### config.mk
export PLATFORM = sky130hd
export DESIGN_NAME = rcs16_serial
export DESIGN_NICKNAME = d
export VERILOG_FILES = /design/src/rtl/rcs16_serial.sv
export SDC_FILE = /design/constraint.sdc
export NUM_CORES = 1
export LEC_CHECK = 0
export ABC_CLOCK_PERIOD_IN_PS = 3600
export CORE_ASPECT_RATIO = 0.75
export CORE_MARGIN = 5
export CORE_UTILIZATION = 47
export CTS_CLUSTER_SIZE = 10
export DETAILED_ROUTE_END_ITERATION = 16
export MAX_ROUTING_LAYER = met4
export PLACE_DENSITY = 0.75
export SYNTH_ARGS = -nofsm -noshare
export SYNTH_HDL_FRONTEND = slang
export SYNTH_SLANG_ARGS = --single-unit
### constraint.sdc
create_clock -name clk -period 3.6 [get_ports clk]
set_clock_uncertainty 0.1 [all_clocks]
set_input_delay 0.72 -clock clk [delete_from_list [all_inputs] [get_ports clk]]
set_output_delay 0.72 -clock clk [all_outputs]
set_load 0.01 [all_outputs]
### src/rtl/rcs16_serial.sv
// Digit-serial borrow-ripple subtractor: Diff = A - B - Bin, DIGIT bits per cycle.
// Operands are latched at start; results are registered and held until the next completion.
module rcs16_serial #(
    parameter int WIDTH = 16,
    parameter int DIGIT = 4
) (
    input  logic             clk,
    input  logic             reset,
    input  logic             start,
    input  logic [WIDTH-1:0] A,
    input  logic [WIDTH-1:0] B,
    input  logic             Bin,
    output logic             busy,
    output logic             done,
    output logic [WIDTH-1:0] Diff,
    output logic             Bout,
    output logic             V,
    output logic             Z
);

    localparam int NDIG = WIDTH / DIGIT;
    localparam int CW   = (NDIG > 1) ? $clog2(NDIG) : 1;
    localparam logic [CW-1:0] LAST = CW'(NDIG - 1);

    if (WIDTH % DIGIT != 0) begin : g_bad_digit
        $error("rcs16_serial: WIDTH must be a multiple of DIGIT");
    end

    typedef enum logic [1:0] {S_IDLE, S_RUN, S_DONE} state_t;

    state_t           state_q, state_d;
    logic [WIDTH-1:0] a_q, a_d;
    logic [WIDTH-1:0] b_q, b_d;
    logic [WIDTH-1:0] acc_q, acc_d;
    logic             br_q, br_d;
    logic [CW-1:0]    cnt_q, cnt_d;
    logic [WIDTH-1:0] diff_q, diff_d;
    logic             bout_q, bout_d;
    logic             v_q, v_d;
    logic             z_q, z_d;

    logic [DIGIT-1:0] da, db, dd;
    logic             br_c;

    always_comb begin : digit_sub
        logic brw;
        da  = a_q[cnt_q*DIGIT +: DIGIT];
        db  = b_q[cnt_q*DIGIT +: DIGIT];
        dd  = '0;
        brw = br_q;
        for (int i = 0; i < DIGIT; i++) begin
            dd[i] = da[i] ^ db[i] ^ brw;
            brw   = (~da[i] & db[i]) | (~(da[i] ^ db[i]) & brw);
        end
        br_c = brw;
    end

    always_comb begin
        state_d = state_q;
        a_d     = a_q;
        b_d     = b_q;
        acc_d   = acc_q;
        br_d    = br_q;
        cnt_d   = cnt_q;
        diff_d  = diff_q;
        bout_d  = bout_q;
        v_d     = v_q;
        z_d     = z_q;
        case (state_q)
            S_IDLE, S_DONE: begin
                state_d = S_IDLE;
                if (start) begin
                    a_d     = A;
                    b_d     = B;
                    br_d    = Bin;
                    cnt_d   = '0;
                    acc_d   = '0;
                    state_d = S_RUN;
                end
            end
            S_RUN: begin
                acc_d[cnt_q*DIGIT +: DIGIT] = dd;
                br_d  = br_c;
                cnt_d = cnt_q + CW'(1);
                if (cnt_q == LAST) begin
                    // acc_d already holds the full difference on this edge
                    state_d = S_DONE;
                    diff_d  = acc_d;
                    bout_d  = br_c;
                    v_d     = (a_q[WIDTH-1] ^ b_q[WIDTH-1])
                            & (a_q[WIDTH-1] ^ acc_d[WIDTH-1]);
                    z_d     = (acc_d == '0);
                end
            end
            default: state_d = S_IDLE;
        endcase
    end

    always_ff @(posedge clk) begin
        if (reset) begin
            state_q <= S_IDLE;
            a_q     <= '0;
            b_q     <= '0;
            acc_q   <= '0;
            br_q    <= 1'b0;
            cnt_q   <= '0;
            diff_q  <= '0;
            bout_q  <= 1'b0;
            v_q     <= 1'b0;
            z_q     <= 1'b0;
        end else begin
            state_q <= state_d;
            a_q     <= a_d;
            b_q     <= b_d;
            acc_q   <= acc_d;
            br_q    <= br_d;
            cnt_q   <= cnt_d;
            diff_q  <= diff_d;
            bout_q  <= bout_d;
            v_q     <= v_d;
            z_q     <= z_d;
        end
    end

    assign busy = (state_q == S_RUN);
    assign done = (state_q == S_DONE);
    assign Diff = diff_q;
    assign Bout = bout_q;
    assign V    = v_q;
    assign Z    = z_q;

endmodule

---- Yosys cells after proc, flatten, opt, wreduce, memory -nomap -nowiden ----
Index checks and enable logic that the tools add are counted.
cells by class
  multiplexer cells ....................... 10
  add/subtract/negate cells ............... 2
  eq/ne operators ......................... 5
  reduce and logical (&&, ||, !) cells .... 7
  shift-type cells ........................ 4
  bitwise logic cells ..................... 31
operators with widths
  cell                                                   number
  negator 4 -> 34 bit                                    1
  variable shift 4 x 34 -> 16 bit, first input constant  1
  indexed part select 4 x 34 -> 16 bit                   1
  case mux 16 bit (2 select lines)                       1
  indexed part select 16 x 5 -> 4 bit                    2
  bitwise mux 16 bit                                     1
  zero test 16 bit                                       1
  2-to-1 mux 16 bit                                      1
  XOR 1 bit                                              10
  AND 1 bit                                              9
  NOT 1 bit                                              8
  case mux 2 bit (2 select lines)                        2
  AND reduction 2 bit                                    3
  == test 2 bit, second input constant                   2
  2-to-1 mux 2 bit                                       2
  OR 1 bit                                               4
  adder 2 x 1 -> 2 bit, second input constant            1
  == test 2 x 1 -> 1 bit, second input constant          1
  zero test 2 bit                                        1
  2-to-1 mux 1 bit                                       2
  != test 2 x 1 -> 1 bit, second input constant          1
  != test 2 bit, second input constant                   1
  case mux 1 bit (2 select lines)                        1
  nonzero test 2 bit                                     1
  OR reduction 2 bit                                     1
word-level totals
  input bits .............................. 36
  register bits after elaboration ......... 72
  logic and storage cells ................. 69
  output and inout port bits .............. 21

---- Depth between registers and ports, before layout ----
Gate-level depths: netlist (run 1).
  word-level depth ........................ 14
  mapped depth ............................ 15
  depth with buffers taken out ............ 13

---- Worst setup path before layout (run 1) ----
No wires, ideal clock.
  path type ............................... reg2reg
  start point ............................. reg cnt_q[0]
  end point ............................... reg v_q (netlist: V)
  cell stages (with the launch flop) ...... 15
  clock period less this slack ............ 3.954 ns
  setup slack ............................. -0.354 ns
  library setup time ...................... 0.091 ns
  data required time ...................... 3.409 ns
  path buffers ............................ 2
  arrival ................................. 3.763 ns
  cell sequence ........................... dfxtp_1 -> buf_6 -> buf_2 -> mux4_2 -> inv_1 -> fa_1 -> inv_1 -> fa_1 -> fa_1 -> inv_1 -> fa_1 -> nor3b_2 -> a31oi_4 -> or3b_1 -> a311oi_1
on the way
  word-level cells in the longest chain between the ends .. 14
  elaborated cells between the ends (all ways) .. 33
  classes of those cells .................. add/sub (1); eq/ne (1); shift (4); mux (1); bitwise (25); reduce/logical (1)
ends and longest elaborated chain
  element                                                 line    source
  start, declared                                         36      logic [CW-1:0] cnt_q, cnt_d;
  start signal, assigned                                  117     cnt_q <= cnt_d;
  indexed part select 16 x 5 -> 4 bit (on tied branches)  47, 48
  XOR 1 bit                                               52, 53
  NOT 1 bit                                               53      brw = (~da[i] & db[i]) | (~(da[i] ^ db[i]) & brw);
  AND 1 bit                                               53
  OR 1 bit                                                53
  AND 1 bit                                               53
  OR 1 bit                                                53
  AND 1 bit                                               53
  OR 1 bit                                                53
  XOR 1 bit                                               52      dd[i] = da[i] ^ db[i] ^ brw;
  indexed part select 4 x 34 -> 16 bit                    82      acc_d[cnt_q*DIGIT +: DIGIT] = dd;
  bitwise mux 16 bit                                      82
  XOR 1 bit                                               91      & (a_q[WIDTH-1] ^ acc_d[WIDTH-1]);
  AND 1 bit                                               91
  end signal, assigned                                    120     v_q <= v_d;
  end, declared                                           39      logic v_q, v_d;
Parallel ways exist; a longest one is shown, timed or not.
A chain may end at the register's enable or synchronous reset.

---- Worst setup path after layout (run 1) ----
Ends and elaborated chain as after synthesis.

==> results of run 1 <==
-- cell families after synthesis --
| kind of cell | share of synthesized area (%) |
|---|---|
| and+or+nand+nor | 22.8 |
| muxes | 6.51 |
| adders and majority gates | 4.75 |
| buffers and inverters | 5.94 |
| AOI/OAI and AO/OA | 15.9 |
| DFF | 44.1 |
-- power by group through the flow --
stage	Combinational, W	Sequential (W)	Clock, W
after detailed placement	0.000291	0.000863	0
after global placement	0.000288	0.000861	0
final	0.000301	0.000844	0.000657
after CTS	0.000299	0.000844	0.000668
after floorplan	0.000198	0.000855	0
after global routing	0.000332	0.000848	0.000711
-- metal layers --
layer,up-vias,part of all wire (%),global-route usage (%)
li1,1401,-,-
met1,1329,50,29.8
met2,96,43,29.3
met3,11,6.1,4.90
met4,0,0.91,5.05
met5,-,0,-
-- per-stage QoR --
step	power, W	hold WS, ns
6_report	0.00180	0.355
5_1_grt	0.00189	0.378
4_1_cts	0.00181	0.358
3_5_place_dp	0.00115	0.347
3_3_place_gp	0.00115	0.340
2_1_floorplan	0.00105	0.333
-- state kept, by name (all words and copies together) (netlist names) --
name,cells
V,1
a_q,16
br_q,1
Z,1
Bout,1
state_q,2
cnt_q,2
b_q,16
acc_q,16
Diff,16
-- final cells by class --
cell class | count | area share [%]
Tap cell | 84 | 2.56
Sequential cell | 72 | 35.1
Inverter | 17 | 1.55
Clock buffer | 10 | 3.35
Multi-Input combinational cell | 271 | 40.2
Timing Repair Buffer | 67 | 15.5
Clock inverter | 6 | 1.64
-- critical path: stages (launching register included) --
cell	delay, ns
dfxtp_4	0.38
mux4_2	0.51
inv_2	0.07
fa_1	0.17
inv_1	0.05
fa_2	0.33
fa_2	0.34
inv_2	0.06
fa_2	0.47
nor3b_4	0.26
a31oi_4	0.11
or3b_1	0.39
a311oi_1	0.27
-- cell usage after synthesis, drive strengths merged, types with 5 or more instances --
| cell | count | area [um^2] |
|---|---|---|
| a211oi | 10 | 75.1 |
| a21oi | 45 | 225 |
| a22oi | 7 | 52.6 |
| a31oi | 8 | 77.6 |
| buf | 9 | 57.6 |
| clkbuf | 19 | 72.6 |
| dfxtp | 72 | 1440 |
| ha | 6 | 75.1 |
| inv | 17 | 63.8 |
| mux4 | 8 | 180 |
| nand2 | 78 | 293 |
| nor2 | 58 | 220 |
| nor2b | 10 | 62.6 |
| o22ai | 5 | 31.3 |
-- placed cells by master, fill, tap and decap left out, drive strengths merged, types with 3 or more instances in the layout --
cell type / synthesis / layout
nand2: 78 / 78
dfxtp: 72 / 72
nor2: 58 / 58
clkdlybuf4s50: 0 / 55
a21oi: 45 / 45
inv: 17 / 18
buf: 9 / 12
a211oi: 10 / 10
clkbuf: 19 / 10
nor2b: 10 / 10
mux4: 8 / 8
a31oi: 8 / 8
a22oi: 7 / 7
ha: 6 / 6
o22ai: 5 / 5
nor3: 4 / 4
fa: 4 / 4
nor3b: 4 / 4
nand2b: 3 / 3
-- worst paths after layout --
| path | to | slack, ns | cells after the start |
|---|---|---|---|
| setup / recovery | V | -0.005 | 12 |
| setup reg to reg | V | -0.005 | 12 |
| hold reg to reg | a_q[12] | 0.35 | 2 |
| hold / removal | a_q[12] | 0.35 | 2 |
-- timing repair --
action                                  in CTS  in global routing
pin swaps                                    2                  0
endpoints found under the setup margin       2                  2
resized for setup                            3                  0
==> reports/metrics.csv, run 1 <==
stage,metric,value,unit
run_status,outcome,"finished, violations left",
run_status,violations,negative setup slack,
clock_network,cts-root-buf,clkbuf_8,
placement,place_area,3890,um^2
timing,max_freq,0.277,GHz
layout,synthToLayoutAreaGrowth,25.9,%
grt,grt_pass1_wl,13.8,mm
layout,num-fill-cells,570,
layout,multi_input_area,1650,um^2
min_path,hold_class,register to register,
detailed_routing,drc,0,
synth,synth-seq-cells,72,
critical_path,crit_arrival,3.76,ns
critical_path,worstSetupPathType,register to register,
placement,dp_cells,511,
grt,antenna_found_initial,0,
timing,period_minus_slack,3.61,ns
grt,overflow,0,
pwr,clkPwrFrac,36.5,%
pwr,seqPwrFrac,46.8,%
detailed_routing,wl,8.20,mm
floorplanning,rows,26,
placement,place_ws,-0.108,ns
detailed_routing,vias,2837,
timing,worstMarginPinSlew,0.802,ns
synth,netlist_area,3270,um^2
critical_path,cp.required,3.76,ns
pwr,p_per_area,438,nW/um^2
grt,grt.total_usage,20.7,%
placement,dpl.hpwl,5.96,mm
floorplanning,start_util,48.0,%
run,maxCapViolCount,0,
synth,syn_inst,388,
detailed_routing,ant_nets,0,
detailed_routing,via_per_inst,5.38,
synth,async_reset_ff_share,0,%
clock_network,clkLatencyLatePin,0.35,ns
timing,period_share,100,%
layout,antenna_cells,0,
clock_network,cts.clk_slew.worst_paths,0.08,ns
synth,syn-num-nets,434,
grt,first_global_vias,2741,
min_path,worstHoldStart,a_q[12],
pwr,p_sw_share,27.9,%
clock_network,cts_buffers,9,
timing,hold_violations,0,
critical_path,cp-start-kind,register,
clock_network,postCtsHoldBufs,0,
clock_network,clockBufferDepth,2,
synth,synthFlopType,dfxtp_1,
floorplanning,coreArea,6800,um^2
timing,slew_headroom,46.5,%
detailed_routing,drt_iter0_markers,305,
layout,register_area,1450,um^2
layout,nets,484,
timing,setup_viol,1,
clock_network,clock-sinks,72,
timing,grt_setup_unrepaired,true,
pwr,ir_drop,0.000260,V
synth,avgSynthCellArea,8.42,um^2
critical_path,end_kind,register,
clock_network,tritoncts,yes,
placement,io_buffer_count,56,
grt,grt_max_degree,51,
floorplanning,io_pins,57,
layout,drive_above_1_share,12.4,%
layout,final_util,60.5,%
layout,stdcell_area,4110,um^2
pwr,p_int,0.00130,W
floorplanning,die_area,8740,um^2
clock_network,cts_max_level,3,
floorplanning,die_y,82.2,um
timing,fin_ws,-0.00542,ns
critical_path,reg2reg_from,cnt_q[0],
detailed_routing,wl_per_cell,15.6,um
pwr,combinationalPowerShare,16.7,%
timing,slew_violations,0,
synth,yosysWarnings,0,
critical_path,critPathMaxFanout,5,
placement,place.gp.congestion,0.934,
synth,synth_edf_count,0,
floorplanning,die_w,106,um
synth,synth.distinct_cells,39,
pwr,p_leak,1.49,nW
pwr,switchingPower,0.000504,W
timing,setup_tns,-0.00542,ns
detailed_routing,dr.pass1.iters,5,
synth,seq_area_frac_synth,44.1,%
layout,fin_cells,527,
clock_network,cts_setup_buffers,0,
critical_path,cp-startpoint,cnt_q[0],
No activity file was read; power rests on OpenSTA's default activity.
==> inputs of run 2 (changes only) <==
--- a/config.mk
+++ b/config.mk
@@ -11,6 +11,7 @@
 export CORE_UTILIZATION = 47
 export CTS_CLUSTER_SIZE = 10
 export DETAILED_ROUTE_END_ITERATION = 16
+export GPL_ROUTABILITY_DRIVEN = 0
 export MAX_ROUTING_LAYER = met4
 export PLACE_DENSITY = 0.75
 export SYNTH_ARGS = -nofsm -noshare
==> reports/metrics.csv, run 2 (same netlist as run 1, synthesis figures left out) <==
stage,metric,value,unit
pwr,p_leak,1.53,nW
timing,slew_violations,0,
timing,grt_setup_unrepaired,true,
grt,grt_pass1_wl,13.8,mm
clock_network,cts.clk_slew.worst_paths,0.08,ns
clock_network,tritoncts,yes,
run_status,outcome,"finished, violations left",
critical_path,cp.depth,13,
timing,fin_ws,-0.00656,ns
critical_path,reg2reg_from,cnt_q[0],
critical_path,worstPathCellList,"mux4_2, fa_1, inv_1, fa_2, fa_2, inv_2, fa_2, nor3b_4, a31oi_4, buf_6, nand4_1, or4_4, o31ai_2",
grt,overflow,0,
run,maxCapViolCount,0,
critical_path,critPathBufInv,3,
detailed_routing,drt_iter0_markers,263,
critical_path,cp.required,3.78,ns
critical_path,slowest_stage,fa_2,
detailed_routing,drc,0,
floorplanning,coreArea,6800,um^2
critical_path,cp-startpoint,cnt_q[0],
critical_path,path_common_cell,fa_2,
clock_network,clkLatencyLatePin,0.36,ns
floorplanning,die_w,106,um
detailed_routing,wl,8.40,mm
critical_path,cp-start-kind,register,
layout,antenna_cells,0,
timing,slew_headroom,48.7,%
floorplanning,die_area,8740,um^2
floorplanning,start_util,48.0,%
layout,synthToLayoutAreaGrowth,28.2,%
timing,period_minus_slack,3.61,ns
critical_path,crit-reg2reg-capture,Z,
layout,nets,485,
critical_path,crit_arrival,3.79,ns
pwr,ir_drop,0.000277,V
placement,io_buffer_count,56,
clock_network,cts_buffers,9,
layout,final_common_cell,nand2_1,
critical_path,ff2ff_path_depth,13,
critical_path,end_kind,register,
grt,grt.total_usage,20.9,%
detailed_routing,vias,2888,
detailed_routing,wl_met1,4.02,mm
clock_network,cts-root-buf,clkbuf_8,
floorplanning,die_y,82.2,um
grt,first_global_vias,2776,
critical_path,cpPeakStageDelay,0.57,ns
detailed_routing,top_layer,met4,
timing,setup_tns,-0.00656,ns
clock_network,clockBufferDepth,2,
timing,worstMarginPinSlew,0.759,ns
timing,hold_violations,0,
detailed_routing,dr_wl_met3,598,um
run_status,violations,negative setup slack,
grt,grt_max_degree,57,
timing,setup_viol,1,
critical_path,cp-endpoint,Z,
clock_network,clock-sinks,72,
detailed_routing,dr.pass1.iters,5,
clock_network,postCtsHoldBufs,0,
grt,antenna_found_initial,0,
layout,num-fill-cells,596,
critical_path,path_delay_family,adder cells,
critical_path,r2r_slack,-0.007,ns
detailed_routing,via_per_inst,5.47,
pwr,p_per_area,479,nW/um^2
floorplanning,io_pins,57,
layout,fin_cells,528,
detailed_routing,ant_nets,0,
timing,period_share,100,%
critical_path,worstSetupPathType,register to register,
placement,dpl.hpwl,6.02,mm
timing,max_freq,0.277,GHz
layout,drive_above_1_share,12.8,%
detailed_routing,wl_per_cell,15.9,um
clock_network,cts_max_level,3,
min_path,hold_class,register to register,
detailed_routing,met2WireLength,3.71,mm
layout,layout_common_cells,"nand2_1, dfxtp_1, nor2_1",
floorplanning,rows,26,
critical_path,critPathMaxFanout,5,
placement,dp_cells,511,
## run 2: cell types whose count changed in the layout (fill, tap and decap cells not counted)
cell / previous run / this run
or4_1: 2 / 1
buf_6: 0 / 1
clkinvlp_4: 2 / 0
bufinv_16: 1 / 4
or4_4: 0 / 1
clkbuf_8: 10 / 9
## run 2: metal layers
metal  GRT usage, %  up-vias
li1               -     1405
met1           28.5     1358
met2           30.3      110
met3           7.15       15
met4           4.01        0
met5              -        -
## run 2: how the worst min path moves through the flow
stage	end	cells past startpoint	slack [ns]	start
global route	b_q[7]	2	0.38	b_q[7]
floorplan	a_q[10]	2	0.33	a_q[10]
global placement	b_q[3]	2	0.34	b_q[3]
detailed placement	b_q[3]	2	0.35	b_q[3]
finish	b_q[0]	2	0.36	b_q[0]
CTS	b_q[0]	2	0.36	b_q[0]
## run 2: layout make-up
type | instances | area (um^2) | share of cell area, %
timing repair buffer | 68 | 649 | 15.5
clock inverter | 7 | 143 | 3.41
inverter | 17 | 63.8 | 1.52
tap | 84 | 105 | 2.51
sequential | 72 | 1450 | 34.5
multi-input combinational | 271 | 1660 | 39.6
clock buffer | 9 | 124 | 2.96
## run 2: worst register-to-register path: stages, from the launching register on
cell,delay [ns]
dfxtp_4,0.38
mux4_2,0.52
fa_1,0.38
inv_1,0.08
fa_2,0.20
fa_2,0.19
inv_2,0.04
fa_2,0.57
nor3b_4,0.07
a31oi_4,0.15
buf_6,0.13
nand4_1,0.10
or4_4,0.44
o31ai_2,0.17
## run 2: repair_timing
item                       4_1_cts  5_1_grt
setup endpoints to repair        2        2
setup buffers                    1        0
pin swaps                        2        0
resized for setup                3        2
hold endpoints to repair         0        0
## run 2: report_power, final
group,leakage [nW],internal (W),switching (W)
Sequential,0.586,0.000824,0.0000195
Combinational,0.809,0.000137,0.000175
Clock,0.134,0.000532,0.000318
## run 2: stage by stage
step	util (%)	power (W)	worst slack, ns	instance area (um^2)	hold WS (ns)
after floorplan	-	0.00105	-0.138	3290	0.333
after global placement	57.3	0.00115	0.0614	3890	0.341
after detailed placement	57.3	0.00116	-0.0918	3890	0.347
after CTS	61.5	0.00200	0.0149	4180	0.358
after global routing	61.6	0.00208	-0.125	4190	0.376
final	61.6	0.00201	-0.00656	4190	0.358
